===== src/rtl/neo_spike_detector.sv =====
`default_nettype none
// +--------------------------------------------------------------------------+
// | neo_spike_detector                                                       |
// | Streaming NEO spike pre-detector with EMA-adaptive threshold, warm-up    |
// | gating and refractory suppression. Fixed 3-cycle latency.                |
// | Revision: 1.0                                                            |
// +--------------------------------------------------------------------------+
module neo_spike_detector #(
  parameter int          DATA_W    = 16,
  parameter int          AVG_SHIFT = 10,
  parameter int          THR_SHIFT = 3,
  parameter logic [32:0] MIN_THR   = 33'd1000,
  parameter int          REFRACT   = 50,
  parameter int          WARMUP    = 1024
) (
  input  logic                     clk,
  input  logic                     rst,
  input  logic                     sample_valid,
  input  logic signed [DATA_W-1:0] data_in,
  output logic                     det_valid,
  output logic                     det_flag,
  output logic signed [2*DATA_W:0] psi_out,
  output logic [31:0]              sample_idx
);

  localparam int c_prod_w = 2 * DATA_W;
  localparam int c_psi_w  = 2 * DATA_W + 1;
  localparam int c_acc_w  = c_psi_w + AVG_SHIFT;
  localparam int c_thr_w  = c_psi_w + THR_SHIFT;
  localparam int c_wu_w   = $clog2(WARMUP + 1);
  localparam int c_rf_w   = $clog2(REFRACT + 1);

  // Stage 0/1: delay line and products
  logic signed [DATA_W-1:0]   r_x1, r_x2;
  logic signed [c_prod_w-1:0] r_sq, r_prod;
  logic                       r_v1, r_v2;
  logic [31:0]                r_idx_cnt, r_idx1, r_idx2;
  logic signed [c_psi_w-1:0]  r_psi;

  // Stage 3 state
  logic [c_acc_w-1:0]         r_acc;
  logic [c_wu_w-1:0]          r_warm;
  logic [c_rf_w-1:0]          r_refr;

  logic signed [c_prod_w-1:0] w_sq, w_prod;
  logic [c_psi_w-1:0]         w_psi_pos;
  logic [c_psi_w-1:0]         w_mean;
  logic [c_thr_w-1:0]         w_thr_scaled, w_thr;
  logic                       w_raw, w_warm, w_det;
  logic [c_acc_w-1:0]         w_acc_next;

  assign w_sq   = c_prod_w'(r_x1) * c_prod_w'(r_x1);
  assign w_prod = c_prod_w'(data_in) * c_prod_w'(r_x2);

  always_ff @(posedge clk or posedge rst) begin
    if (rst) begin
      r_x1      <= '0;
      r_x2      <= '0;
      r_sq      <= '0;
      r_prod    <= '0;
      r_v1      <= 1'b0;
      r_idx_cnt <= '0;
      r_idx1    <= '0;
    end else begin
      r_v1 <= sample_valid;
      if (sample_valid) begin
        r_x1      <= data_in;
        r_x2      <= r_x1;
        r_sq      <= w_sq;
        r_prod    <= w_prod;
        r_idx1    <= r_idx_cnt;
        r_idx_cnt <= r_idx_cnt + 32'd1;
      end
    end
  end

  always_ff @(posedge clk or posedge rst) begin
    if (rst) begin
      r_v2   <= 1'b0;
      r_psi  <= '0;
      r_idx2 <= '0;
    end else begin
      r_v2 <= r_v1;
      if (r_v1) begin
        r_psi  <= c_psi_w'(r_sq) - c_psi_w'(r_prod);
        r_idx2 <= r_idx1;
      end
    end
  end

  // Decision uses the threshold derived from acc before this result's update
  assign w_psi_pos    = r_psi[c_psi_w-1] ? '0 : $unsigned(r_psi);
  assign w_mean       = r_acc[c_acc_w-1:AVG_SHIFT];
  assign w_thr_scaled = {w_mean, {THR_SHIFT{1'b0}}};
  assign w_thr        = (w_thr_scaled > c_thr_w'(MIN_THR)) ? w_thr_scaled : c_thr_w'(MIN_THR);
  assign w_raw        = c_thr_w'(w_psi_pos) > w_thr;
  assign w_warm       = (r_warm >= c_wu_w'(WARMUP));
  assign w_det        = w_raw && w_warm && (r_refr == '0);
  assign w_acc_next   = r_acc + c_acc_w'(w_psi_pos) - c_acc_w'(w_mean);

  always_ff @(posedge clk or posedge rst) begin
    if (rst) begin
      det_valid  <= 1'b0;
      det_flag   <= 1'b0;
      psi_out    <= '0;
      sample_idx <= '0;
      r_acc      <= '0;
      r_warm     <= '0;
      r_refr     <= '0;
    end else begin
      det_valid <= r_v2;
      if (r_v2) begin
        det_flag   <= w_det;
        psi_out    <= r_psi;
        sample_idx <= r_idx2;
        r_acc      <= w_acc_next;
        if (!w_warm) begin
          r_warm <= r_warm + 1'b1;
        end
        if (w_det) begin
          r_refr <= c_rf_w'(REFRACT);
        end else if (r_refr != '0) begin
          r_refr <= r_refr - 1'b1;
        end
      end
    end
  end

endmodule
`default_nettype wire


===== config.mk =====
export PLATFORM = sky130hd
export DESIGN_NAME = neo_spike_detector
export DESIGN_NICKNAME = d
export VERILOG_FILES = /design/src/rtl/neo_spike_detector.sv
export SDC_FILE = /design/constraint.sdc
export NUM_CORES = 2
export LEC_CHECK = 0
export CORE_MARGIN = 2
export CORE_UTILIZATION = 35
export DETAILED_ROUTE_END_ITERATION = 16
export SLEW_MARGIN = 0
export SYNTH_ARGS = -nofsm -noshare
export SYNTH_HDL_FRONTEND = slang
export SYNTH_SLANG_ARGS = --single-unit

===== constraint.sdc =====
create_clock -name clk -period 24.1 [get_ports clk]
set_input_delay 6.025 -clock clk [delete_from_list [all_inputs] [get_ports clk]]
set_output_delay 6.025 -clock clk [all_outputs]
set_load 0.01 [all_outputs]

==> metrics.md <==
| Metric | Value |
|---|---|
| Final Setup Violations | `0` |
| First-pass GRT wire length | `147 mm` |
| Grt total ovfl | `0` |
| Async set-or-reset flop fraction in the synthesized netlist | `100%` |
| Critical path arrival | `12790 ps` |
| Global Route Usage Sum | `16.3%` |
| Area Growth Syn to Fin | `9.72%` |
| Sink Count | `approximately 350` |
| Post-synth EDFFs | `0` |
| Post-layout nets | `about 4800` |
| DR WL/cell | `16.4 um` |
| Worst reg-to-reg path cell count | `20` |
| Syn Nets | `~4700` |
| Via-to-Cell Ratio | `4.80` |
| R2r startpoint | `r_x1[10]` |
| Syn avg cell area | `9.75 sq um` |
| Setup bufs post-CTS | `0` |
| Status | `finished, final reports clean` |
| Vias in the first global route | `between 20000 and 30000` |
| DRT iter0 DRCs | `1307` |
| Post-synth top cells | `inv_1 (843), fa_1 (532), nand2_1 (367)` |
| Effective utilization at floorplan | `35.4%` |
| Clock Root Buffer | `clkbuf_16` |
| Routed vias | `25700` |
| Die ar. | `roughly 0.11 sq mm` |
| Tcrit/Tclk final | `51.4%` |
| Worst reg2reg path endpoint | `r_sq[28]` |
| TritonCTS clock tree | `built` |
| Synthesized instance count | `3894` |
| Largest net degree at the start of global routing | `137` |
| Final hold violation count | `0` |
| Core Util, Final | `about two fifths` |
| Minimum clock period | `12380 ps` |
| Clock buffer count from CTS | `43` |
| Inst Count DP | `~5300` |
| Yosys reg bits | `352` |
| Crit. Startpoint | `data_in[8]` |
| Top-count cell post-synth | `inv_1` |
| Drt total wl | `87.6 mm` |
| Final Max Slew Viols | `0` |
| Rows | `120` |
| FF-to-FF setup slack | `16560 ps` |
| Max Cap Viol | `0` |
| Synth area leader | `fa_1` |
| Die Ht | `333 um` |
| Final Skew | `21.3 ps` |
| Crit Path Category | `in -> reg` |
| Antenna violations before repair | `0` |
| Worst Setup End Kind | `register` |
| Worst slew pin tran | `just over 1000 ps` |
| RSZ-0062 raised after global routing | `false` |
| Critical Path Start Type | `input port` |
| Sequential share of the synthesized area | `23.2%` |
| Synth area leaders | `fa_1 (28%), dfrtp_1 (23%), ha_1 (9.5%)` |
| Post-Layout Cell Count | `5355` |
| Worst slew margin | `31.6%` |
| Yosys top cell area share | `28.0%` |
| Number of gates resized after cts | `0` |
| DR pass1 iterations | `5` |
| Worst EP required | `about 25000 ps` |
| DRC | `0` |
| Layout cells sized above 1 | `7.82%` |
| Detail Route Antenna Nets | `0` |
| Die W | `333 um` |
| Main synth FF type | `dfrtp_1` |
| Clock latency on the worst-skew pair | `570 ps` |
| CP max FO | `17` |
| Setup TNS | `0 ps` |
| Hold crit path type | `reg -> reg` |
| Critical path capture point | `r_prod[28]` |
| Number of I/O pins | `between 80 and 90` |
| FMAX | `80.8 MHz` |
| Post-synth cell types | `73` |
| Final Worst Setup Slack | `11720 ps` |
| Synthesized area | `0.0380 sq mm` |
| GP Congestion | `0.862` |
| HPWL after DPL | `68.6 mm` |
| Yosys warning total | `0` |
| Pre-CTS setup slack | `11150 ps` |
| Worst-path clk slew | `60 ps` |
| Clock buffer depth | `3` |
| Hold_buf cts | `0` |
| Port Buffers | `85` |
| Core area | `0.107 sq mm` |
| Htree depth | `2` |
registers in the layout, summed over array words and instances, names as in the netlist, 6 cells and up:
register / count
r_idx_cnt: 32
sample_idx: 32
r_psi: 33
r_sq: 30
r_idx2: 32
r_acc: 43
r_prod: 32
r_refr: 6
r_x1: 16
r_x2: 16
psi_out: 33
r_idx1: 32
r_warm: 11
per-layer routing:
metal | global-route usage, % | part of all wire, % | vias to the layer above
met3 | 1.74 | 3.3 | 113
met5 | 0 | 0 | -
met4 | 3.73 | 2.2 | 0
met1 | 22.4 | 47 | 13000
met2 | 27.6 | 47 | 379
li1 | - | - | 12200
kinds of logic after synthesis:
logic type               after synthesis  synth area share (%)
AND/OR/NAND/NOR                      916                  11.7
buffers and inverters                960                  9.54
multiplexers                         216                  6.34
flip-flops                           352                  23.2
XOR/XNOR                             169                  3.90
adder cells (fa/ha/maj)              821                  37.6
AO/OA/AOI/OAI                        460                  7.78
cell type report:
cell class / count / area [sq um]
timing repair buffer: 97 / 942
fill: 10600 / 65700
inverter: 843 / 3170
antenna: 1 / 2.50
multi-input combinational: 2582 / 25600
sequential: 352 / 8810
tap: 1403 / 1760
clock inverter: 13 / 200
clock buffer: 64 / 1230
through the flow:
step                      area [sq um]  hold slack [ps]
after detailed placement         40200              460
after CTS                        41700              477
after global routing             41700              504
after global placement           40200              461
final                            41700              475
after floorplan                  38000              393
critical path: stages:
cell and delay [ps]:
clkdlybuf4s50_1 910, and2_1 440, fa_1 540, inv_1 50, fa_1 460, fa_1 510
inv_1 50, fa_1 480, fa_1 480, inv_1 50, fa_1 470, inv_1 40
ha_1 340, nand3_1 140, a31oi_1 120, o21ai_0 150, o311ai_0 160, a21oi_1 380
o211ai_1 210, a221o_1 340, a21oi_1 180, xor2_1 170, mux2i_1 90
layout by cell type, fill, tap and decap left out, types with 48 or more instances in the layout:
cell	synthesis	layout
nand2_1	367	367
and2_1	179	179
dfrtp_1	352	350
fa_1	532	532
mux2_2	198	198
a21oi_1	122	122
a21o_1	61	61
o21ai_0	127	127
ha_1	289	289
inv_1	843	842
clkdlybuf4s50_1	0	84
nor2_1	133	133
xor2_1	48	48
nand2b_1	52	52
xnor2_1	121	121
worst min-delay path by stage:
stage	from	endpoint	slack (ps)	depth (start not counted)
finish	r_idx_cnt[31]	r_idx_cnt[31]	470	1
global route	r_idx_cnt[31]	r_idx_cnt[31]	500	1
CTS	r_warm[9]	r_warm[9]	480	1
detailed placement	r_idx_cnt[31]	r_idx_cnt[31]	460	1
global placement	r_warm[9]	r_warm[9]	460	1
floorplan	r_v1	r_v2	390	0
Power is left out: the tool's default activity adds up to more than one toggle a clock period on the data nets, which glitch-free logic cannot reach.
